==> src/rtl/mac_result_drain_pkg.sv <==
// Shared constants and helpers for the MAC result drain.
// Mode encodings, beats-per-frame constants and the acc-select bit position.
// Combinational helpers only; no state lives here.
package mac_result_drain_pkg;

   // Default datapath geometry of the MAC tile
   localparam int MAC_MIN_W       = 8;
   localparam int MAC_ACC_W       = 48;
   localparam int MAC_CONF_W      = 3;
   localparam int MAC_DRAIN_DEPTH = 4;

   // Operating modes carried in issue_cfg[1:0]
   localparam logic [1:0] MAC_SINGLE    = 2'b00;
   localparam logic [1:0] MAC_DUAL      = 2'b01;
   localparam logic [1:0] MAC_QUAD      = 2'b10;
   localparam logic [1:0] MAC_MODE_NONE = 2'b11;

   // Beats per frame for non-accumulated results
   localparam int MAC_BEATS_SINGLE = 2;
   localparam int MAC_BEATS_DUAL   = 3;
   localparam int MAC_BEATS_QUAD   = 5;

   // One tag-pipe stage: whether this issue will capture, and the cfg it carries
   typedef struct packed {
      logic       cap;
      logic [1:0] mode;
      logic       acc;
   } tag_t;

   // The acc-select flag is the top bit of issue_cfg
   function automatic int mac_acc_bit(input int conf_w);
      return conf_w - 1;
   endfunction

   // Number of MIN_W beats needed to send one captured result
   function automatic int mac_beats(input logic [1:0] mode, input logic acc, input int nb_full);
      int nb;
      nb = 1;
      if (acc) begin
         nb = nb_full;
      end else begin
         case (mode)
            MAC_SINGLE: nb = MAC_BEATS_SINGLE;
            MAC_DUAL:   nb = MAC_BEATS_DUAL;
            MAC_QUAD:   nb = (nb_full < MAC_BEATS_QUAD) ? nb_full : MAC_BEATS_QUAD;
            default:    nb = 1;
         endcase
      end
      return nb;
   endfunction

endpackage

==> src/rtl/mac_drain_fifo.sv <==
// Synchronous FIFO holding captured MAC results with an occupancy count.
// Latency: pushed entry visible at rdata_o the cycle after the push.
// Backpressure: push on full is ignored unless a pop happens in the same cycle.
module mac_drain_fifo
   import mac_result_drain_pkg::*;
#(
   parameter int W     = MAC_ACC_W + 3,
   parameter int DEPTH = MAC_DRAIN_DEPTH
) (
   input  logic                     clk_i,
   input  logic                     rst_ni,
   input  logic                     push_i,
   input  logic [W-1:0]             wdata_i,
   input  logic                     pop_i,
   output logic [W-1:0]             rdata_o,
   output logic                     empty_o,
   output logic [$clog2(DEPTH):0]   count_o
);

   localparam int AW = $clog2(DEPTH);
   localparam int CW = AW + 1;

   logic [W-1:0]  mem_q [DEPTH];
   logic [AW-1:0] wr_ptr_q, wr_ptr_d;
   logic [AW-1:0] rd_ptr_q, rd_ptr_d;
   logic [CW-1:0] count_q, count_d;
   logic          do_push;
   logic          do_pop;

   // Qualify requests: a full FIFO still accepts a push when it is popped together
   always_comb begin
      do_pop   = pop_i & (count_q != '0);
      do_push  = push_i & ((count_q != CW'(DEPTH)) | do_pop);
      wr_ptr_d = wr_ptr_q + AW'(do_push);
      rd_ptr_d = rd_ptr_q + AW'(do_pop);
      count_d  = count_q;
      if (do_push && !do_pop) begin
         count_d = count_q + CW'(1);
      end else if (do_pop && !do_push) begin
         count_d = count_q - CW'(1);
      end
   end

   // Storage array; contents need no reset because count gates visibility
   always_ff @(posedge clk_i) begin
      if (do_push) begin
         mem_q[wr_ptr_q] <= wdata_i;
      end
   end

   // Pointers and occupancy
   always_ff @(posedge clk_i or negedge rst_ni) begin
      if (!rst_ni) begin
         wr_ptr_q <= '0;
         rd_ptr_q <= '0;
         count_q  <= '0;
      end else begin
         wr_ptr_q <= wr_ptr_d;
         rd_ptr_q <= rd_ptr_d;
         count_q  <= count_d;
      end
   end

   assign rdata_o = mem_q[rd_ptr_q];
   assign empty_o = (count_q == '0);
   assign count_o = count_q;

endmodule

==> src/rtl/mac_result_drain.sv <==
// Captures MAC results after LAT cycles, buffers them, and serializes LSB-beat-first.
// Latency: capture to first beat is two cycles (FIFO write, then load into shift register).
// Backpressure: credit via issue_ready_o upstream; out_ready_i stalls the beat stream with outputs held.
module mac_result_drain
   import mac_result_drain_pkg::*;
#(
   parameter int MIN_W  = MAC_MIN_W,
   parameter int ACC_W  = MAC_ACC_W,
   parameter int CONF_W = MAC_CONF_W,
   parameter int LAT    = 1,
   parameter int DEPTH  = MAC_DRAIN_DEPTH
) (
   input  logic              clk_i,
   input  logic              rst_ni,
   input  logic              issue_valid_i,
   input  logic              issue_last_i,
   input  logic [CONF_W-1:0] issue_cfg_i,
   input  logic [ACC_W-1:0]  mac_c_i,
   output logic              issue_ready_o,
   output logic              out_valid_o,
   input  logic              out_ready_i,
   output logic [MIN_W-1:0]  out_data_o,
   output logic              out_first_o,
   output logic              out_last_o,
   output logic [1:0]        out_mode_o,
   output logic              overflow_err_o
);

   localparam int NB_FULL = ACC_W / MIN_W;
   localparam int BC_W    = $clog2(NB_FULL + 1);
   localparam int ENT_W   = ACC_W + 3;
   localparam int CNT_W   = $clog2(DEPTH) + 1;
   localparam int OCC_W   = $clog2(DEPTH + LAT + 1) + 1;
   localparam int ACC_BIT = mac_acc_bit(CONF_W);

   localparam logic [0:0] ST_IDLE = 1'b0;
   localparam logic [0:0] ST_SEND = 1'b1;

   // ---------------- tag pipe ----------------
   tag_t tag_in;
   tag_t tag_q [LAT];
   logic [OCC_W-1:0] inflight;
   logic             cap_now;

   // Accumulating windows only produce a result on their last element
   always_comb begin
      tag_in.cap  = issue_valid_i & (~issue_cfg_i[ACC_BIT] | issue_last_i);
      tag_in.mode = issue_cfg_i[1:0];
      tag_in.acc  = issue_cfg_i[ACC_BIT];
   end

   // Delay the tag so it lines up with mac_c_i LAT cycles after issue
   always_ff @(posedge clk_i or negedge rst_ni) begin
      if (!rst_ni) begin
         for (int i = 0; i < LAT; i++) begin
            tag_q[i] <= '0;
         end
      end else begin
         tag_q[0] <= tag_in;
         for (int i = 1; i < LAT; i++) begin
            tag_q[i] <= tag_q[i-1];
         end
      end
   end

   // Captures already promised by issued-but-not-yet-captured tags
   always_comb begin
      inflight = '0;
      for (int i = 0; i < LAT; i++) begin
         inflight = inflight + OCC_W'(tag_q[i].cap);
      end
   end

   assign cap_now = tag_q[LAT-1].cap;

   // ---------------- result FIFO ----------------
   logic             fifo_push;
   logic             fifo_pop;
   logic [ENT_W-1:0] fifo_rdata;
   logic             fifo_empty;
   logic [CNT_W-1:0] fifo_count;

   mac_drain_fifo #(
      .W     (ENT_W),
      .DEPTH (DEPTH)
   ) u_fifo (
      .clk_i   (clk_i),
      .rst_ni  (rst_ni),
      .push_i  (fifo_push),
      .wdata_i ({mac_c_i, tag_q[LAT-1].mode, tag_q[LAT-1].acc}),
      .pop_i   (fifo_pop),
      .rdata_o (fifo_rdata),
      .empty_o (fifo_empty),
      .count_o (fifo_count)
   );

   // ---------------- serializer state ----------------
   logic [0:0]       state_q, state_d;
   logic [ACC_W-1:0] shreg_q, shreg_d;
   logic [BC_W-1:0]  beat_cnt_q, beat_cnt_d;
   logic [BC_W-1:0]  nb_q, nb_d;
   logic [1:0]       mode_q, mode_d;
   logic             overflow_q, overflow_d;

   logic [ACC_W-1:0] head_c;
   logic [1:0]       head_mode;
   logic             head_acc;
   logic [ACC_W-1:0] ld_data;
   logic [BC_W-1:0]  ld_nb;
   logic             busy;
   logic             last_beat;
   logic             frame_done;
   logic [OCC_W-1:0] occ;
   logic             drop;

   // Decode the FIFO head into what the shift register will be loaded with
   always_comb begin
      head_c    = fifo_rdata[ENT_W-1:3];
      head_mode = fifo_rdata[2:1];
      head_acc  = fifo_rdata[0];
      ld_data   = (head_mode == MAC_MODE_NONE && !head_acc) ? '0 : head_c;
      ld_nb     = BC_W'(mac_beats(head_mode, head_acc, NB_FULL));
   end

   // Occupancy counts the frame in the shift register too, so a credit is
   // returned only once its last beat has left; that frees a slot for a
   // same-cycle capture even when storage is otherwise full.
   always_comb begin
      busy          = (state_q == ST_SEND);
      last_beat     = (beat_cnt_q == nb_q - BC_W'(1));
      frame_done    = busy & out_ready_i & last_beat;
      occ           = OCC_W'(fifo_count) + OCC_W'(busy);
      drop          = cap_now & (occ >= OCC_W'(DEPTH)) & ~frame_done;
      fifo_push     = cap_now & ~drop;
      overflow_d    = overflow_q | drop;
      issue_ready_o = (occ + inflight) < OCC_W'(DEPTH);
   end

   // Serializer next state: load from FIFO, shift out per handshake, chain frames without a bubble
   always_comb begin
      state_d    = state_q;
      shreg_d    = shreg_q;
      beat_cnt_d = beat_cnt_q;
      nb_d       = nb_q;
      mode_d     = mode_q;
      fifo_pop   = 1'b0;
      case (state_q)
         ST_IDLE: begin
            if (!fifo_empty) begin
               fifo_pop   = 1'b1;
               shreg_d    = ld_data;
               beat_cnt_d = '0;
               nb_d       = ld_nb;
               mode_d     = head_mode;
               state_d    = ST_SEND;
            end
         end
         ST_SEND: begin
            if (out_ready_i) begin
               if (last_beat) begin
                  if (!fifo_empty) begin
                     fifo_pop   = 1'b1;
                     shreg_d    = ld_data;
                     beat_cnt_d = '0;
                     nb_d       = ld_nb;
                     mode_d     = head_mode;
                  end else begin
                     // Clear so idle outputs read as zero
                     shreg_d    = '0;
                     beat_cnt_d = '0;
                     nb_d       = '0;
                     mode_d     = '0;
                     state_d    = ST_IDLE;
                  end
               end else begin
                  shreg_d    = shreg_q >> MIN_W;
                  beat_cnt_d = beat_cnt_q + BC_W'(1);
               end
            end
         end
         default: begin
            state_d = ST_IDLE;
         end
      endcase
   end

   // Serializer and sticky error registers; reset drops any partial frame
   always_ff @(posedge clk_i or negedge rst_ni) begin
      if (!rst_ni) begin
         state_q    <= ST_IDLE;
         shreg_q    <= '0;
         beat_cnt_q <= '0;
         nb_q       <= '0;
         mode_q     <= '0;
         overflow_q <= 1'b0;
      end else begin
         state_q    <= state_d;
         shreg_q    <= shreg_d;
         beat_cnt_q <= beat_cnt_d;
         nb_q       <= nb_d;
         mode_q     <= mode_d;
         overflow_q <= overflow_d;
      end
   end

   // All outputs come straight from registers, so they stay stable across a stall
   assign out_valid_o    = busy;
   assign out_data_o     = shreg_q[MIN_W-1:0];
   assign out_first_o    = busy & (beat_cnt_q == '0);
   assign out_last_o     = busy & last_beat;
   assign out_mode_o     = mode_q;
   assign overflow_err_o = overflow_q;

endmodule

==> config.mk <==
export PLATFORM = sky130hd
export DESIGN_NAME = mac_result_drain
export DESIGN_NICKNAME = d
export VERILOG_FILES = /design/src/rtl/mac_result_drain_pkg.sv /design/src/rtl/mac_drain_fifo.sv /design/src/rtl/mac_result_drain.sv
export SDC_FILE = /design/constraint.sdc
export NUM_CORES = 1
export LEC_CHECK = 0
export CAP_MARGIN = 40
export CORE_MARGIN = 2
export CORE_UTILIZATION = 40
export CTS_CLUSTER_DIAMETER = 80
export DETAILED_ROUTE_END_ITERATION = 16
export GPL_TIMING_DRIVEN = 0
export PLACE_DENSITY = 0.66
export SLEW_MARGIN = 10
export SYNTH_ARGS = -nofsm -noshare
export SYNTH_HDL_FRONTEND = slang
export SYNTH_SLANG_ARGS = --single-unit
==> constraint.sdc <==
create_clock -name clk_i -period 9.3 [get_ports clk_i]
set_clock_uncertainty 0.15 [all_clocks]
set_input_delay 2.325 -clock clk_i [delete_from_list [all_inputs] [get_ports clk_i]]
set_output_delay 2.325 -clock clk_i [all_outputs]
set_load 0.01 [all_outputs]
==> reports/qor_table.md <==
| Item | Value | Unit |
| --- | --- | --- |
| Kind of start point of the critical path | flop | - |
| Diodes inserted | 0 | - |
| Worst hold margin | 0.338 | ns |
| Share of flip-flops with an asynchronous set or reset | 0.253 | - |
| Final Critical Period | 5.15 | ns |
| Setup repair bufs after CTS | 0 | - |
| Total global routing overflow | 0 | - |
| EDFF count, synth | 204 | - |
| Flip-flop and latch count after synthesis | 273 | - |
| Number of CTS-inserted buffers | 29 | - |
| Final Hold Viols | 0 | - |
| Number of vias per cell | 5.32 | - |
| Final Max Slew Viols | 0 | - |
| PostCTS Resize Cnt | 0 | - |
| Die boundary width | 166 | microns |
| Placer congestion estimate | 0.803 | - |
| Area of the core region | 0.0260 | sq mm |
| Number of port buffers | 70 | - |
| Number of nets with antenna violations after routing | 0 | - |
| Floorplan die height | 166 | microns |
| Number of rows created at floorplan | 59 | - |
| Clock insertion delay at the later pin of the skew report | 0.54 | ns |
| End point of the most critical hold path | overflow_err_o$_DFF_PN0_ | - |
| Pin count of the biggest net entering global routing | 51 | - |
| Data arrival, critical path | 2.67 | ns |
| Post-synth net total | 591 | - |
| Worst max-slew margin expressed relative to the limit | 0.526 | - |
| Final sum of negative setup slack | 0 | ns |
| Final worst path period share | 0.554 | - |
| Hold Startpoint | overflow_err_o$_DFF_PN0_ | - |
| Final standard cell utilization of the core | 0.501 | - |
| Highest clock frequency the design can meet | 194 | MHz |
| Required time of the critical path | 6.83 | ns |
| Hold path depth | 1 | - |
| GRT Overall Usage | 0.151 | - |
| Placement-stage cell area | 0.0119 | sq mm |
| Reg-to-reg critical path endpoint | u_fifo.count_o[1]$_DFFE_PN0P_ | - |
| Layout overhead on the synthesized area | 23.4 | % |
| Final cell count without fillers | 1,007 | - |
| Register area | 0.00785 | sq mm |
| Number of global-route vias before repair | 5,877 | - |
| Syn Std Cell Area | 0.0105 | sq mm |
| Part of the Yosys area used for sequential elements | 0.745 | - |
| Count of cells along the worst register-to-register path | 10 | - |
| Post-synthesis instance total | 526 | - |
| Leading cell types in the layout, fill and taps excluded | edfxtp_1 (204), dfrtp_1 (69), clkdlybuf4s50_1 (69), mux4_2 (51), a22o_1 (51) | - |
| Post-CTS clock slew at the launch and capture registers of the worst setup and hold paths | 0.06 | ns |
| Worst Path Max Fanout | 6 | - |
| Maximum ir drop on the vdd rail | 0.190 | mV |
| Final std cell area, no fill | 0.0130 | sq mm |
| Result of the run | complete, no violations | - |
| Worst reg2reg setup slack | 6.07 | ns |
| Power per Cell Area | 318 | mW/mm^2 |
| Setup violation total in the final timing report | 0 | - |
| Critical R2R Launch | u_fifo.count_o[0]$_DFFE_PN0P_ | - |
| Yosys warns | 0 | - |
| Router iterations before antenna repair | 4 | - |
| Antenna violations before repair | 0 | - |
| Class of the most critical hold timing path | flop to flop | - |
| Residual DRC count | 0 | - |
| CTS Buffer Depth | 3 | - |
| Initial core utilization | 0.406 | - |
| Leading cell type in the layout, fill and taps excluded | edfxtp_1 | - |
| Critical path class | flop to output port | - |
| Number of distinct library cells after synthesis | 41 | - |
| Global-route wire length before repair | 33.0 | mm |
| Layout cell share with drive strength beyond 1 | 0.225 | - |
| CTS root buf | clkbuf_16 | - |
| Ys flop type | edfxtp_1 | - |
| Clock sinks | 273 | - |
| H-tree levels | 1 | - |
| Transition time at the pin with the least slew margin | 0.711 | ns |
| Leakage power summed over all cells | 5.00 | nW |
| CTS Hold Buffers Added | 0 | - |
| Multi-input combinational cell area | 0.00248 | sq mm |
| Nature of the critical path endpoint | output port | - |
| Wire length per cell | 20.5 | microns |
| Max-cap violations | 0 | - |
| Post-detailed-placement half-perimeter wirelength | 14.2 | mm |
| Final-stage net count | 715 | - |
| Drt first-iter violations | 432 | - |
| TritonCTS clock tree | built | - |
| Die area | 0.0277 | sq mm |
| Fillers | 2,103 | - |
| Total vias in the final route | 5,362 | - |
| Mapped Avg Cell Area | 20.0 | sq um |
| Placed insts | 954 | - |
| Final wirelength | 20.6 | mm |
| I/O pin count | 71 | - |
| Unrepaired setup endpoints after global routing | false | - |
-- stage by stage --
stage	worst slack, ns	total power [mW]
3_3_place_gp	-4.21	2.84
3_5_place_dp	4.17	2.91
4_1_cts	4.12	4.18
2_1_floorplan	0.501	2.50
6_report	4.15	4.13
5_1_grt	3.97	4.34
-- layer usage --
metal / up-vias / part of all wire / global-route usage
met5: - / 0 / 0
met4: 0 / 0.021 / 0.0394
met3: 34 / 0.042 / 0.0255
met2: 130 / 0.51 / 0.261
met1: 2811 / 0.43 / 0.200
li1: 2387 / - / -
-- registers in the layout, summed over array words and instances, names as in the netlist --
register,cells
out_mode_o,2
out_valid_o,1
u_fifo.mem_q,204
beat_cnt_q,3
u_fifo.wr_ptr_q,2
cap_now,1
tag_q,3
nb_q,3
overflow_err_o,1
u_fifo.count_o,3
shreg_q,48
u_fifo.rd_ptr_q,2
-- worst max-delay path, cell delays in order (launching register included) --
cell,delay [ns]
dfrtp_1,0.46
ha_1,0.24
ha_1,0.28
nand3_1,0.11
or3_1,0.32
a31oi_1,0.18
clkdlybuf4s50_1,0.55
-- worst max-delay path by stage --
stage | from | to | slack (ns) | depth (start not counted)
2_1_floorplan | out_ready_i | u_fifo.mem_q[0][0]$_DFFE_PP_ | 0.50 | 4
3_3_place_gp | out_ready_i | u_fifo.mem_q[0][25]$_DFFE_PP_ | -4.21 | 5
3_5_place_dp | out_ready_i | u_fifo.mem_q[1][25]$_DFFE_PP_ | 4.17 | 8
4_1_cts | u_fifo.count_o[0]$_DFFE_PN0P_ | issue_ready_o | 4.12 | 6
5_1_grt | u_fifo.count_o[0]$_DFFE_PN0P_ | issue_ready_o | 3.97 | 6
6_report | u_fifo.count_o[0]$_DFFE_PN0P_ | issue_ready_o | 4.15 | 6
-- power breakdown --
group	switching (mW)	internal (mW)	leakage (nW)
Clock	0.457	0.803	0.519
Combinational	0.601	0.602	1.74
Sequential	0.110	1.56	2.74
Total	1.17	2.97	5.00
-- final cells by class --
class	count	area share
Buffer	37	0.0157
Clock inverter	18	0.0231
Multi-Input combinational cell	205	0.191
Inverter	11	0.00317
Timing Repair Buffer	93	0.0730
Sequential cell	273	0.604
Clock buffer	35	0.0583
Tap cell	335	0.0322
-- kinds of logic (layout without fill, tap and decap cells) --
| group | count (synthesis) | in the layout | share of synthesized area |
|---|---|---|---|
| compound gates | 110 | 110 | 0.0861 |
| buf+inv | 48 | 194 | 0.0233 |
| xor+xnor | 9 | 9 | 0.00902 |
| fa+ha+maj | 9 | 9 | 0.0114 |
| simple gates | 23 | 23 | 0.0131 |
| flops | 273 | 273 | 0.745 |
| mux | 54 | 54 | 0.112 |
-- cells in the mapped netlist, types with 2 or more instances --
library cell,number,area share
edfxtp_1,204,0.58
buf_6,3,0.0032
buf_2,10,0.0047
xnor2_1,5,0.0042
nand2_1,4,0.0014
xor2_1,3,0.0025
nand3_1,4,0.0019
inv_1,11,0.0039
a21oi_1,3,0.0014
a21o_1,41,0.029
nand2b_1,2,0.0012
nor4bb_1,2,0.0019
mux4_2,51,0.11
ha_1,8,0.0095
or3_1,2,0.0012
nor2_1,3,0.0011
o311a_1,2,0.0019
dfrtp_1,69,0.16
o21ai_1,2,0.00095
o21ai_0,2,0.00095
nor4b_1,2,0.0017
a22o_1,51,0.042
clkbuf_1,15,0.0053
mux2_2,2,0.0021
a31oi_1,2,0.0012
buf_4,8,0.0057
(Power assumes the default switching activity.)
